File: src/rtl/driver_74lv165_chain.sv
// Reader for N_CH parallel chains of daisy-chained 74LV165 PISO registers: drives the shared
// SH/LD# and CLK strobes, deserialises QH and commits an optionally glitch-filtered snapshot.
module driver_74lv165_chain #(
   parameter int N_CH  = 3,
   parameter int WIDTH = 24,
   parameter int DIV   = 1,
   parameter int FILT  = 1
) (
   input  logic                  clk,
   input  logic                  reset,
   input  logic                  enable,
   input  logic                  oneshot,
   input  logic                  start,
   output logic                  sh_ldn,
   output logic                  sclk,
   input  logic [N_CH-1:0]       qh,
   output logic [N_CH*WIDTH-1:0] data,
   output logic                  data_valid,
   output logic                  frame_done,
   output logic                  changed,
   output logic                  busy,
   output logic [2:0]            state_dbg
);
   localparam int TW = (DIV > 1) ? $clog2(DIV) : 1;
   localparam int BW = $clog2(WIDTH + 1);
   localparam int MW = (FILT > 1) ? $clog2(FILT) : 1;
   localparam logic [TW-1:0] T_LAST = TW'(DIV - 1);
   localparam logic [BW-1:0] B_LAST = BW'(WIDTH - 1);
   localparam logic [MW-1:0] M_MAX  = MW'(FILT - 1);

   typedef enum logic [2:0] {S_IDLE, S_LOAD, S_SAMPLE, S_CLKHI, S_COMMIT} state_t;

   state_t                state_q, state_n;
   logic [TW-1:0]         timer_q;
   logic [BW-1:0]         bit_cnt_q;
   logic [MW-1:0]         match_q, match_n;
   logic [N_CH*WIDTH-1:0] shift_q, hist_q, captured;
   logic                  phase_end, sample_now, commit_now, do_commit;

   assign state_dbg = state_q;

   // Handshake: start is a one-cycle request honoured only while IDLE (never queued);
   // frame_done and changed are one-cycle pulses with no back-pressure from the core.
   always_comb begin
      phase_end  = (timer_q == T_LAST);
      sample_now = (state_q == S_SAMPLE) && phase_end;
      commit_now = sample_now && (bit_cnt_q == B_LAST);
      state_n    = state_q;
      case (state_q)
         S_IDLE:   if (enable && (!oneshot || start)) state_n = S_LOAD;
         S_LOAD:   if (phase_end) state_n = S_SAMPLE;
         S_SAMPLE: if (phase_end) state_n = commit_now ? S_COMMIT : S_CLKHI;
         S_CLKHI:  if (phase_end) state_n = S_SAMPLE;
         S_COMMIT: state_n = (enable && !oneshot) ? S_LOAD : S_IDLE;
         default:  state_n = S_IDLE;
      endcase
   end

   // The frame is evaluated on the final sample edge so the commit lands in the COMMIT cycle.
   always_comb begin
      captured = '0;
      for (int c = 0; c < N_CH; c++)
         captured[c*WIDTH +: WIDTH] = {shift_q[c*WIDTH +: WIDTH-1], qh[c]};
      if (captured == hist_q)
         match_n = (match_q == M_MAX) ? M_MAX : match_q + MW'(1);
      else
         match_n = '0;
      do_commit = (match_n == M_MAX);
   end

   always_ff @(posedge clk or posedge reset) begin
      if (reset) begin
         state_q   <= S_IDLE;
         timer_q   <= '0;
         bit_cnt_q <= '0;
         sh_ldn    <= 1'b1;
         sclk      <= 1'b0;
         busy      <= 1'b0;
      end else begin
         state_q <= state_n;
         if (state_q == S_IDLE || state_n != state_q)
            timer_q <= '0;
         else
            timer_q <= timer_q + TW'(1);
         if (state_q == S_LOAD)
            bit_cnt_q <= '0;
         else if (sample_now)
            bit_cnt_q <= bit_cnt_q + BW'(1);
         sh_ldn <= (state_n != S_LOAD);
         sclk   <= (state_n == S_CLKHI);
         busy   <= (state_n != S_IDLE);
      end
   end

   always_ff @(posedge clk or posedge reset) begin
      if (reset) begin
         shift_q    <= '0;
         hist_q     <= '0;
         match_q    <= '0;
         data       <= '0;
         data_valid <= 1'b0;
         frame_done <= 1'b0;
         changed    <= 1'b0;
      end else begin
         frame_done <= commit_now;
         changed    <= commit_now && do_commit && (captured != data);
         if (sample_now)
            shift_q <= captured;
         if (commit_now) begin
            hist_q  <= captured;
            match_q <= match_n;
            if (do_commit) begin
               data       <= captured;
               data_valid <= 1'b1;
            end
         end
      end
   end
endmodule

File: config.mk
export PLATFORM = sky130hd
export DESIGN_NAME = driver_74lv165_chain
export DESIGN_NICKNAME = d
export VERILOG_FILES = /design/src/rtl/driver_74lv165_chain.sv
export SDC_FILE = /design/constraint.sdc
export NUM_CORES = 1
export LEC_CHECK = 0
export CAP_MARGIN = 40
export CORE_AREA = 2 2 116 174
export DETAILED_ROUTE_END_ITERATION = 6
export DIE_AREA = 0 0 118 176
export SLEW_MARGIN = 20
export SYNTH_ARGS = -nofsm -noshare
export SYNTH_HDL_FRONTEND = slang
export SYNTH_SLANG_ARGS = --single-unit
File: constraint.sdc
create_clock -name clk -period 10 [get_ports clk]
set_clock_uncertainty 0.1 [all_clocks]
set_input_delay 2 -clock clk [delete_from_list [all_inputs] [get_ports clk]]
set_output_delay 2 -clock clk [all_outputs]
set_load 0.1 [all_outputs]
==> metrics.md, run 1 <==
| Metric | Value |
|---|---|
| Worst slew pin tran | approximately 850 ps |
| Number of synthesized flops with an enable pin | 0 |
| Crit path capture type | primary output |
| Peak VDD IR | between 0.1 and 0.15 mV |
| ANT cells | 0 |
| Worst endpoint required time | 7900 ps |
| IO Port Bufs | 88 |
| Final core occ | approximately half |
| Post-synth top area cell | dfrtp_1 |
| Largest stage delay on the critical path | 570 ps |
| Max Buffers Root-to-Sink | 2 |
| CP Class | reg -> out |
| Lkg Pwr | about 4.9 nW |
| RSZ-0062 raised after global routing | no |
| # fillers | 1703 |
| Clk_lat worst skew | 420 ps |
| Area Overhead vs Synth | 46.3% |
| Top FF cell, synth | dfrtp_1 |
| Resize count post-CTS | 0 |
| Root buf cell | clkbuf_16 |
| Most common cell in the synthesized netlist | nand2_1 |
| Post-synth ARST share | between 90% and 100% |
| Max_slew headroom | 43.3% |
| Top cells by count, synth | nand2_1, dfrtp_1, mux2_2, xor2_1 |
| Final hold vios | 0 |
| Power Dens Cells | about 270 nW/µm² |
| Clock share of power | between 20% and 30% |
| Crit path launch type | register |
| CTS tree | built |
| Worst hold path type | reg -> reg |
| Yosys top cell area share | 58.4% |
| Netlist cell types | 28 |
| Critical-path top delay cell | clkdlybuf4s50_1 |
| Pwr Total | roughly 2.6 mW |
| Final min period | roughly 3800 ps |
| Die Ht | ~180 µm |
| CTS sink cnt | 156 |
| Layout cells sized above 1 | ~24% |
| Synthesis warning total | 0 |
| Post-route DRC violation count | 0 |
| Full die area | 20800 µm² |
| Critical path fanouts, max | 7 |
| Clock transition at path regs | ~60 ps |
| H-tree levels | 4 |
| Final setup violation count | 0 |
| Tcrit/Tclk final | 37.8% |
| Syn nets | roughly 600 |
| Setup Fix Bufs, Post-CTS | 0 |
| Max Fclk | between 200 and 300 MHz |
| MaxCap Viol Count | 0 |
| Final GP Congestion | about 0.75 |
| Syn Std Cell Area | 6650 µm² |
| Final Hold Slack | between 300 and 400 ps |
| WP buf/inv | 2 |
| Outcome | complete, no violations |
| Largest net degree at the start of global routing | 84 |
| Initial Utilization | 34.7% |
| Clock buffer count from CTS | 17 |
| Detailed-route wire length | 16100 µm |
| Slew Viols, Final | 0 |
| Drt first pass iters | 4 |
| Via count of the routed design | 4682 |
| Internal power | 1.61 mW |
| Antenna violations before repair | 0 |
| Vias in the first global route | a little under 5000 |
| I/O pin count | 89 |
| Worst path cell trace | clkdlybuf4s50_1, buf_8 |
| Final ANT Viol Nets | 0 |
| Hold-fix buffers, CTS | 0 |
| Sw power | 0.995 mW |
| Wire per inst | between 15 and 20 µm |
| Combinational group share of total power | roughly 37% |
| Sequential fraction of the synthesis area | 58.8% |
| Core Rows | 62 |
| DP HPWL | 11100 µm |
| Core ar. | approximately 19000 µm² |
| Vias per inst | 4.49 |
| GRT Total Usage | 16.3% |
| Ranking of synthesized cells by area | dfrtp_1, nand2_1, mux2_2 |
| Detailed Route Iter0 Violations | around 280 |
| Post-Route Setup TNS | 0 ps |
| Synth Area per Inst | between 10 and 15 µm² |
| Horiz. Die Dim | about 120 µm |
| Global-route wire length before repair | between 20000 and 30000 µm |
| Cells after Synth | roughly 600 |
| Reg power frac | about 37% |
| Fraction of power spent switching nets | a little under two fifths |
| FF+latch count, synth | between 150 and 200 |
| CP arrival | roughly 1700 ps |
| GRT overflow | 0 |
| Delay-heaviest family, CP | buffers and inverters |
| Fin nets | between 700 and 800 |
## final cells by class
class	instances	area (µm²)	share of cell area [%]
flip-flops and latches	156	3910	40.2
multi-input cells	417	2610	26.8
repair buffers	177	2250	23.2
clock buffers	25	495	5.10
well taps	256	320	3.30
clock inverters	7	115	1.18
inverters	5	23.8	0.245
## registers in the layout (all words and copies together) (netlist names), 3 cells and up
name,cells
bit_cnt_q,5
data,72
shift_q,69
state_dbg,3
## metal layers
metal  vias to the layer above  track usage (%)  share of wire (%)
met3                        16             2.45                2.5
met5                         -                0                  0
met2                        84             29.1                 54
met1                      2285             20.3                 42
li1                       2297                -                  -
met4                         0             5.27                1.5
## power groups by stage
stage / sequential, mW / clock [mW] / combinational [mW]
after global placement: 0.975 / 0 / 0.824
after CTS: 0.971 / 0.672 / 0.988
final: 0.971 / 0.663 / 0.975
after global routing: 0.997 / 0.698 / 1.03
after detailed placement: 0.981 / 0 / 0.981
after floorplan: 1.23 / 0 / 0.337
## layout by cell type, fill, tap and decap left out, types with 4 or more instances in the layout
cell               n
buf_16             5
buf_4              4
buf_8             79
clkbuf_1           4
clkbuf_16         17
clkbuf_8           4
clkdlybuf4s50_1   88
dfrtp_1          155
mux2_2            69
nand2_1          222
nand4_1            8
nor2_1             7
nor4_1            16
xnor2_1            9
xor2_1            67
## path summary, 6_finish.rpt
kind	startpoint	slack, ps	cells past startpoint	end
min in group asynchronous	reset	1730	2	data[26]
max in group asynchronous	reset	6790	5	shift_q[64]
worst max-delay path	state_dbg[2]	6220	2	state_dbg[2]
worst min register to register	data_valid	360	1	data_valid
worst max register to register	state_dbg[2]	7260	8	data[15]
worst min-delay path	data_valid	360	1	data_valid
## metrics by stage
stage	cells	worst slack (ps)	instance area (µm²)
global route	1043	6150	9720
global placement	926	5860	7770
finish	1043	6220	9720
floorplan	601	3700	6650
CTS	1041	6200	9670
detailed placement	1009	6120	9060
## cells by family (layout without fill, tap and decap cells)
family | after synthesis | in the layout | share of synthesized area (%)
other | 1 | 1 | 0.0564
adder cells (fa/ha/maj) | 1 | 1 | 0.188
AO/OA/AOI/OAI | 6 | 6 | 0.508
XOR/XNOR | 76 | 76 | 10.0
flip-flops | 156 | 156 | 58.8
multiplexers | 70 | 70 | 11.8
AND/OR/NAND/NOR | 263 | 263 | 16.5
buffers and inverters | 28 | 214 | 2.16
(Power assumes the default switching activity.)
==> inputs of run 2 (changes only) <==
==> constraint.sdc (replaced) <==
create_clock -name clk -period 3.6 [get_ports clk]
set_clock_uncertainty 0.1 [all_clocks]
set_input_delay 0.72 -clock clk [delete_from_list [all_inputs] [get_ports clk]]
set_output_delay 0.72 -clock clk [all_outputs]
set_load 0.1 [all_outputs]
==> metrics.md, run 2 (same netlist as run 1, synthesis figures left out) <==
| Metric | Value |
|---|---|
| Area Overhead vs Synth | 25.2% |
| IO Port Bufs | 88 (unchanged) |
| Clock buffer count from CTS | 17 (unchanged) |
| CP arrival | 1490 ps (-190 ps) |
| Cell Area, Placed | 7720 µm² (-15%) |
| Final ANT Viol Nets | 0 (unchanged) |
| Final hold vios | 0 (unchanged) |
| I/O pin count | 89 (unchanged) |
| Resize count post-CTS | 0 (unchanged) |
| Max Buffers Root-to-Sink | 2 (unchanged) |
| Worst hold path type | reg -> reg |
| GRT Total Usage | 16.0% (-0.29 points) |
| CP Class | reg -> out |
| Power Dens Cells | 813 nW/µm² (+200%) |
| Worst Hold End | data_valid |
| Fin nets | 709 (-9.5%) |
| Setup crit start | changed |
| Root buf cell | clkbuf_16 |
| Full die area | 20800 µm² (unchanged) |
| Slew Viols, Final | 0 (unchanged) |
| Crit path launch type | register |
| Worst R2R Setup Slack | 1310 ps (-5950 ps) |
| Combinational group share of total power | 34.2% (-3.2 points) |
| Detailed Route Iter0 Violations | 279 (+1.5%) |
| WP buf/inv | 2 (unchanged) |
| Worst path cell trace | clkdlybuf4s50_1, buf_8 |
| Cell area after layout | 8320 µm² (-14%) |
| Lkg Pwr | 4.45 nW (-9.0%) |
| Commonest non-fill, non-tap cell in the layout | nand2_1 |
| Outcome | complete, no violations |
| Reg power frac | 39.9% (+2.7 points) |
| Delay-heaviest family, CP | buffers and inverters |
| Final Hold Slack | 378 ps (+13.3 ps) |
| Peak VDD IR | 0.274 mV (+160%) |
| Vias in the first global route | 4672 (-4.8%) |
| Reg2reg end | bit_cnt_q[4] |
| Die Ht | 176 µm (unchanged) |
| Worst endpoint required time | 2780 ps (-5120 ps) |
| Core Rows | 62 (unchanged) |
| Via count of the routed design | 4525 (-3.4%) |
| Tcrit/Tclk final | roughly 64% |
| Drt first pass iters | 4 (unchanged) |
| Vias per inst | 4.68 (+4.2%) |
| Clock share of power | 25.9% (+0.5 points) |
| Layout cells sized above 1 | 27.4% (+3.0 points) |
| Worst slew pin tran | 812 ps (-37.8 ps) |
| Max Fclk | 434 MHz |
| Initial Utilization | 34.7% (unchanged) |
| Sw power | 2.75 mW (+180%) |
| Antenna violations before repair | 0 (unchanged) |
| CTS sink cnt | 156 (unchanged) |
| Final min period | about 2300 ps |
| Post-route DRC violation count | 0 (unchanged) |
| DP HPWL | 11100 µm (-0.10%) |
| Max_slew headroom | 45.9% (+2.5 points) |
| GRT overflow | 0 (unchanged) |
| Horiz. Die Dim | 118 µm (unchanged) |
| Clk_lat worst skew | 420 ps (about the same) |
| H-tree levels | 4 (unchanged) |
| Number of flip-flops in the largest register | 72 (unchanged) |
| Most frequent cells in the layout | nand2_1, dfrtp_1, buf_4 |
| Setup Fix Bufs, Post-CTS | 0 (unchanged) |
| Largest stage delay on the critical path | 520 ps (-50 ps) |
| Fraction of power spent switching nets | 40.7% (+2.6 points) |
| Hold-fix buffers, CTS | 0 (unchanged) |
| Detailed-route wire length | 16000 µm (-0.78%) |
| Clock transition at path regs | 60 ps (about the same) |
| Wire per inst | 16.5 µm (+7.0%) |
| Top reg by flops | data |
| Post-Route Setup TNS | 0 ps (unchanged) |
| Core ar. | 19200 µm² (unchanged) |
| CTS tree | built |
| Global-route wire length before repair | 25700 µm (-2.9%) |
| Largest registers | data x72, shift_q x69, bit_cnt_q x5 |
| Internal power | 4.01 mW (+150%) |
| Crit path capture type | primary output |
| Critical-path top delay cell | clkdlybuf4s50_1 |
| FF-to-FF Start | state_dbg[2] |
| Largest net degree at the start of global routing | 78 (-7.1%) |
| Min-Delay Path Depth | 1 (unchanged) |
| RSZ-0062 raised after global routing | no |
| Final setup violation count | 0 (unchanged) |
| ANT cells | 0 (unchanged) |
| MaxCap Viol Count | 0 (unchanged) |
| Critical path fanouts, max | 1 (-6) |
| Path depth of the worst reg2reg path | 5 (-3) |
| Hold Path Origin | data_valid |
| Final GP Congestion | 0.797 (+6.8%) |
[run 2: cell types whose count changed in the layout (fill, tap and decap cells not counted), sizes merged, moves of 2 or more]
| cell | delta |
|---|---|
| clkinv | +2 |
| inv | +2 |
| clkbuf | -7 |
| buf | +2 |
| clkdlybuf4s50 | -76 |
| clkinvlp | +2 |
[run 2: cell type report]
| type | count | area [µm²] |
|---|---|---|
| clock inverter | 12 | 140 |
| clock buffer | 18 | 429 |
| tap | 256 | 320 |
| timing repair buffer | 103 | 898 |
| fill | 1814 | 10800 |
| multi-input combinational | 417 | 2610 |
| sequential | 156 | 3910 |
| inverter | 5 | 22.5 |
[run 2: metrics by stage]
stage | cells | power (mW) | utilization (%) | setup WS, ps
floorplan | 601 | 4.36 | - | 808
detailed placement | 936 | 5.06 | 40.3 | 1080
finish | 967 | 6.77 | 43.4 | 1290
global placement | 931 | 4.96 | 39.9 | 1100
global route | 967 | 7.07 | 43.4 | 1150
CTS | 966 | 6.83 | 43.3 | 1260
[run 2: layer usage]
metal | track usage (%) | vias up | part of all wire [%]
met5 | 0 | - | 0
met4 | 7.13 | 0 | 2.5
met3 | 2.36 | 19 | 2.8
met2 | 28.3 | 99 | 52
met1 | 19.3 | 2268 | 43
li1 | - | 2139 | -
[run 2: power by group through the flow]
stage	logic, mW	clock network [mW]	registers, mW
detailed placement	2.33	0	2.73
finish	2.32	1.75	2.70
floorplan	0.936	0	3.43
global route	2.45	1.85	2.77
CTS	2.34	1.79	2.70
global placement	2.26	0	2.70
[run 2: worst max path at each step]
| stage | endpoint | slack (ps) | cells after the start |
|---|---|---|---|
| final | changed | 1290 | 2 |
| after global routing | bit_cnt_q[4] | 1150 | 5 |
| after floorplan | bit_cnt_q[0] | 810 | 1 |
| after detailed placement | changed | 1080 | 6 |
| after CTS | changed | 1260 | 2 |
| after global placement | changed | 1100 | 6 |
==> edit 1 (flow settings as in run 1) <==
Register the inputs `enable`, `oneshot`, `start` and `qh` before use. The logic sees them one clock later. Comments in the files are not updated.
--- a/src/rtl/driver_74lv165_chain.sv
+++ b/src/rtl/driver_74lv165_chain.sv
@@ -31,4 +31,16 @@
    typedef enum logic [2:0] {S_IDLE, S_LOAD, S_SAMPLE, S_CLKHI, S_COMMIT} state_t;
 
+   logic enable_q;
+   logic oneshot_q;
+   logic start_q;
+   logic [N_CH-1:0] qh_q;
+
+   always_ff @(posedge clk) begin
+      enable_q  <= enable;
+      oneshot_q <= oneshot;
+      start_q   <= start;
+      qh_q      <= qh;
+   end
+
    state_t                state_q, state_n;
    logic [TW-1:0]         timer_q;
@@ -48,9 +60,9 @@
       state_n    = state_q;
       case (state_q)
-         S_IDLE:   if (enable && (!oneshot || start)) state_n = S_LOAD;
+         S_IDLE:   if (enable_q && (!oneshot_q || start_q)) state_n = S_LOAD;
          S_LOAD:   if (phase_end) state_n = S_SAMPLE;
          S_SAMPLE: if (phase_end) state_n = commit_now ? S_COMMIT : S_CLKHI;
          S_CLKHI:  if (phase_end) state_n = S_SAMPLE;
-         S_COMMIT: state_n = (enable && !oneshot) ? S_LOAD : S_IDLE;
+         S_COMMIT: state_n = (enable_q && !oneshot_q) ? S_LOAD : S_IDLE;
          default:  state_n = S_IDLE;
       endcase
@@ -61,5 +73,5 @@
       captured = '0;
       for (int c = 0; c < N_CH; c++)
-         captured[c*WIDTH +: WIDTH] = {shift_q[c*WIDTH +: WIDTH-1], qh[c]};
+         captured[c*WIDTH +: WIDTH] = {shift_q[c*WIDTH +: WIDTH-1], qh_q[c]};
       if (captured == hist_q)
          match_n = (match_q == M_MAX) ? M_MAX : match_q + MW'(1);
Function: changed (Yosys sat finds a counterexample within 4 cycles, from zero or initial values and one cycle with reset high).
==> edit 1 against run 1 <==
  * Hold slack improved by 0.0052 ns
  * Worst setup slack got worse by 0.0064 ns
  * Total power decreased by 2.6%
  * Die area unchanged
  * Final area increased by 1.4%
  * First-iteration DRC count decreased by 25%
  * Area after synthesis increased by 1.8%
  * Count of clock-buffer cells in the layout decreased by 5
  * Critical path depth unchanged
  * Sequential power increased by 2%
  * Routed wire length increased by 2.4%
  * Sequential cell count increased by 6
  * Critical path type unchanged
  * Largest cell class unchanged
==> edit 1: results (changes against run 1) <==
** Outcome
- Status: finished, final reports clean (unchanged).

** Synth
- Ranking of synthesized cells by area :: sky130_fd_sc_hd__dfrtp_1 57%, sky130_fd_sc_hd__nand2_1 12%, sky130_fd_sc_hd__mux2_2 11% (was sky130_fd_sc_hd__dfrtp_1 58%, sky130_fd_sc_hd__nand2_1 13%, sky130_fd_sc_hd__mux2_2 12%)
- The share of the yosys chip area belonging to registers came to 0.595 (was 0.588).
- Cell types with the highest counts after synthesis :: 222 x sky130_fd_sc_hd__nand2_1, 155 x sky130_fd_sc_hd__dfrtp_1, 69 x sky130_fd_sc_hd__mux2_2 (unchanged)
- Synth unique cells :: 29 (was 28)
- The share of flip-flops with an asynchronous set or reset is 0.963 (was 1.00).
- Post-Synthesis Net Count :: 616 (was 610)

** Clocking
- H-Tree Depth :: 4 (unchanged)
- CTS root buffer :: sky130_fd_sc_hd__clkbuf_16 (unchanged)
- The count of buffers added by post-CTS timing repair for setup was 0 (unchanged).
- Clock-pin slew was measured on the worst setup and hold paths at 0.07 ns.
- The total CTS buffers was 17 (unchanged).

** Final layout
- Ratio of cells with drive above 1 in the final layout :: 0.242 (was 0.244)
- Largest registers: data (72), shift_q (69), bit_cnt_q (5) (unchanged).
- The post-layout net count is 788 (was 783).

** Setup path
- Data arrival time of the worst path :: 1.69 ns

** Global routing
- Initial antenna violation count :: 0 (unchanged)
- The global-route usage over all layers is 0.166 (was 0.163).
- The pin count of the biggest net entering global routing came to 78 (was 84).
- The first-pass GRT wire length was 26900 um (was 26400 um).
- The number of global-route vias before repair is 5121 (was 4910).

** Detailed routing
- The routed length on met2 came to 8690 um (was 8710 um).
- The final wirelength came to 16500 um (was 16100 um).
- The number of iterations in the first detailed-routing pass came to 4 (unchanged).
- The total via count after detailed routing was 4812 (was 4682).
- Starting DRC count in detailed routing :: 207 (was 275)
- The routed length on met1 is 6910 um (was 6730 um).
- The length of routed met3 wiring is 449 um (was 401 um).

** Placement
- Global placer's final weighted congestion :: 0.787 (was 0.746)
- The pre-CTS setup slack is 6.04 ns (was 6.12 ns).
- The count of buffers from port buffering was 88 (unchanged).
- Post-DP HPWL :: 11600 um (was 11100 um)

** Hold path
- Classification of the worst-slack hold path :: reg2reg (unchanged)

** Power
- The largest voltage drop on the vdd net was 141 uV (was 106 uV).
- The leakage dissipation is 0.00497 uW (was 0.00489 uW).

** STA
- The worst-case headroom to the max-slew limit is 0.525 (was 0.433).
[edit 1: final timing paths]
path	endpoint	slack (ns)	cells past startpoint	start
max	state_dbg[0]	6.21	2	state_dbg[0]
min	data[24]	0.37	2	qh_q[1]
max reg2reg	data[54]	7.46	7	state_dbg[2]
min reg2reg	data[24]	0.37	2	qh_q[1]
max in group asynchronous	bit_cnt_q[2]	6.54	4	reset
min in group asynchronous	data[48]	1.88	2	reset
[edit 1: cells by family after synthesis]
| logic type | after synthesis | synth area share |
|---|---|---|
| multiplexers | 70 | 0.116 |
| AO/OA/AOI/OAI | 6 | 0.00499 |
| other | 1 | 0.000554 |
| AND/OR/NAND/NOR | 263 | 0.162 |
| buffers and inverters | 28 | 0.0213 |
| adder cells (fa/ha/maj) | 1 | 0.00185 |
| flip-flops | 162 | 0.595 |
| XOR/XNOR | 76 | 0.0984 |
[edit 1: layout make-up]
cell class	count	area, um^2
Multi-Input combinational cell	417	2610
Fill cell	1677	9300
Clock buffer	20	437
Timing Repair Buffer	176	2240
Tap cell	256	320
Sequential cell	162	4030
Inverter	5	23.8
Clock inverter	12	205
[edit 1: where the power goes]
part | total [uW] | leakage [uW] | internal, uW | switching (uW)
Clock | 705 | 0.000306 | 446 | 259
Sequential | 987 | 0.00212 | 808 | 179
Combinational | 850 | 0.00254 | 362 | 488
[edit 1: through the flow]
step | std cells | cell area, um^2 | hold WS (ns)
floorplan | 607 | 6770 | 0.334
global placement | 932 | 7890 | 0.349
detailed placement | 1015 | 9200 | 0.365
CTS | 1047 | 9840 | 0.374
global route | 1048 | 9860 | 0.395
finish | 1048 | 9860 | 0.370
[edit 1: worst max-delay path: stages, from the launching register on]
cell and delay (ns):
sky130_fd_sc_hd__dfrtp_1 0.48, sky130_fd_sc_hd__clkdlybuf4s50_1 0.58, sky130_fd_sc_hd__buf_8 0.21
[edit 1: per-layer routing]
layer | up-vias | track usage
met1 | 2383 | 0.203
met5 | - | 0
met3 | 21 | 0.0268
met2 | 97 | 0.289
met4 | 0 | 0.0723
li1 | 2311 | -
==> edit 2 (settings of run 1) <==
Without the edit above. The parameter `WIDTH` goes from 24 to 36.
--- a/src/rtl/driver_74lv165_chain.sv
+++ b/src/rtl/driver_74lv165_chain.sv
@@ -3,5 +3,5 @@
 module driver_74lv165_chain #(
    parameter int N_CH  = 3,
-   parameter int WIDTH = 24,
+   parameter int WIDTH = 36,
    parameter int DIV   = 1,
    parameter int FILT  = 1
Ports: changed (resized data); port bits go from 89 to 125. The function was not compared with the original's and may differ.
==> edit 2 against run 1 <==
  * Routed wire length rose by 60%
  * Fmax fell by 2.2%
  * Synthesized cell count rose by 47%
  * Hold slack improved by 0.0025 ns
  * Worst setup slack got worse by 0.087 ns
  * Final area rose by 43%
  * Sequential cell count rose by 73
  * Total power fell by 0.12%
  * Area after synthesis rose by 46%
  * Via count rose by 53%
  * Largest power group is now registers
==> edit 2: results (changes against run 1) <==
** Placement
- Post-Place Setup Slack :: 6.14 ns (was 6.12 ns)
- Global placer's final weighted congestion :: 0.797 (was 0.746)
- Port bufs :: 124 (was 88)
- The half-perimeter wire length after detailed placement came to 17900 um (was 11100 um).

** Global routing
- The number of global-route vias before repair was 7398 (was 4910).
- Initial antenna violation count :: 0 (unchanged)
- Wire length of the first global-routing pass :: 40900 um (was 26400 um)
- The global-route usage over all layers was 0.251 (was 0.163).
- The pin count of the biggest net entering global routing is 88 (was 84).

** Final layout
- The non-filler instance count after layout was 1393 (was 1043).
- Final nets :: 1129 (was 783)
- The fraction of final layout cells with drive strength greater than 1 was 0.241 (was 0.244).
- Largest registers: data (108), shift_q (105), bit_cnt_q (6) (was data (72), shift_q (69), bit_cnt_q (5)).

** Setup path
- Data arrival time of the worst path :: 1.77 ns (was 1.68 ns)
- Start point of the critical path :: state_dbg[0] (was state_dbg[2])
- R2R depth :: 8 (unchanged)
- The setup slack of the most critical reg-to-reg path was 6.35 ns (was 7.26 ns).
- Endpoint of the lowest-slack register-to-register path :: data[43] (was data[15])
- Capturing instance or port of the critical path :: state_dbg[0] (was state_dbg[2])
- The worst reg2reg path startpoint was state_dbg[2] (unchanged).
- CP Max Fanout :: 7 (unchanged)

** Detailed routing
- Detailed-router iteration count before antenna repair :: 5 (was 4)
- The final wirelength came to 25700 um (was 16100 um).
- The number of DRC violations after detailed-routing iteration 0 is 417 (was 275).
- The total via count after detailed routing was 7154 (was 4682).

** Synth
- The share of the yosys chip area belonging to registers was 0.589 (was 0.588).
- The share of flip-flops with an asynchronous set or reset came to 1.00 (unchanged).
- Ranking of synthesized cells by area :: sky130_fd_sc_hd__dfrtp_1 59%, sky130_fd_sc_hd__nand2_1 13%, sky130_fd_sc_hd__mux2_2 12% (was sky130_fd_sc_hd__dfrtp_1 58%, sky130_fd_sc_hd__nand2_1 13%, sky130_fd_sc_hd__mux2_2 12%)
- Synth unique cells :: 31 (was 28)
- Post-Synthesis Net Count :: 890 (was 610)
- The cell count after synthesis came to 881 (was 601).
- Cell types with the highest counts after synthesis: 324 x sky130_fd_sc_hd__nand2_1, 228 x sky130_fd_sc_hd__dfrtp_1, 104 x sky130_fd_sc_hd__mux2_2 (was 222 x sky130_fd_sc_hd__nand2_1, 155 x sky130_fd_sc_hd__dfrtp_1, 69 x sky130_fd_sc_hd__mux2_2).

** Clocking
- The count of buffers added by post-CTS timing repair for setup is 0 (unchanged).
- The level count of the clock H-tree came to 1 (was 4).
- Worst-Skew Late Latency :: 0.52 ns (was 0.42 ns)
- The total CTS buffers is 23 (was 17).
- The buffer depth of the longest clock path is 3 (was 2).
- CTS root buffer :: sky130_fd_sc_hd__clkbuf_16 (unchanged)
- Number of gates resized after cts :: 0 (unchanged)

** STA
- Relative slew slack :: 0.504 (was 0.433)
- The minimum clock period after layout came to 3.87 ns (was 3.78 ns).

** Outcome
- Status: finished, final reports clean (unchanged).

** Power
- Static Leakage :: 0.00719 uW (was 0.00489 uW)
- The largest voltage drop on the vdd net came to 159 uV (was 106 uV).
-- edit 2: changes by cell type in the layout (fill, tap and decap cells not counted), sizes merged, moves of 4 or more --
cell / change
clkdlybuf4s50: +36
xnor2: +6
nor4: +9
dfrtp: +73
mux2: +35
buf: +37
clkbuf: +6
clkinv: +4
o21ai: +4
xor2: +27
inv: +5
nand2: +102
-- edit 2: worst min-delay path by stage --
stage | startpoint | end | slack (ns) | cells after the start
2_1_floorplan | shift_q[106] | data[107] | 0.38 | 2
3_3_place_gp | data_valid | data_valid | 0.35 | 1
3_5_place_dp | data_valid | data_valid | 0.35 | 1
4_1_cts | data_valid | data_valid | 0.37 | 1
5_1_grt | data_valid | data_valid | 0.41 | 1
6_report | data_valid | data_valid | 0.37 | 1
-- edit 2: area by class of cell --
type                    count  area (um^2)
clock inverters            11          188
fillers                  1347         5260
repair buffers            250         3160
multi-input cells         606         3800
inverters                  10         46.3
clock buffers              31          656
flip-flops and latches    229         5730
well taps                 256          320
-- edit 2: metal layers --
layer | track usage | routed length [um]
met2 | 0.442 | 13500
met5 | 0 | 0
met1 | 0.315 | 10200
met4 | 0.0949 | 884
met3 | 0.0375 | 1140
-- edit 2: metrics by stage --
stage | area, um^2 | util
floorplan | 9730 | -
global placement | 11200 | 0.583
detailed placement | 13000 | 0.680
CTS | 13900 | 0.724
global route | 13900 | 0.726
finish | 13900 | 0.726
-- edit 2: worst max-delay path: stages, from the launching register on --
cell and delay [ns]:
sky130_fd_sc_hd__dfrtp_1 0.49, sky130_fd_sc_hd__clkdlybuf4s50_1 0.57, sky130_fd_sc_hd__buf_8 0.20
-- edit 2: kinds of logic after synthesis --
logic type / count (synthesis) / synth area share
simple gates: 376 / 0.159
other cells: 1 / 0.000385
fa+ha+maj: 1 / 0.00129
compound gates: 14 / 0.00875
mux: 105 / 0.121
xor+xnor: 109 / 0.0981
flops: 229 / 0.589
buf+inv: 46 / 0.0216
-- edit 2: where the power goes --
part	total [uW]	internal (uW)	switching [uW]
sequential	1200	1050	151
clock	956	590	365
combinational	452	213	239
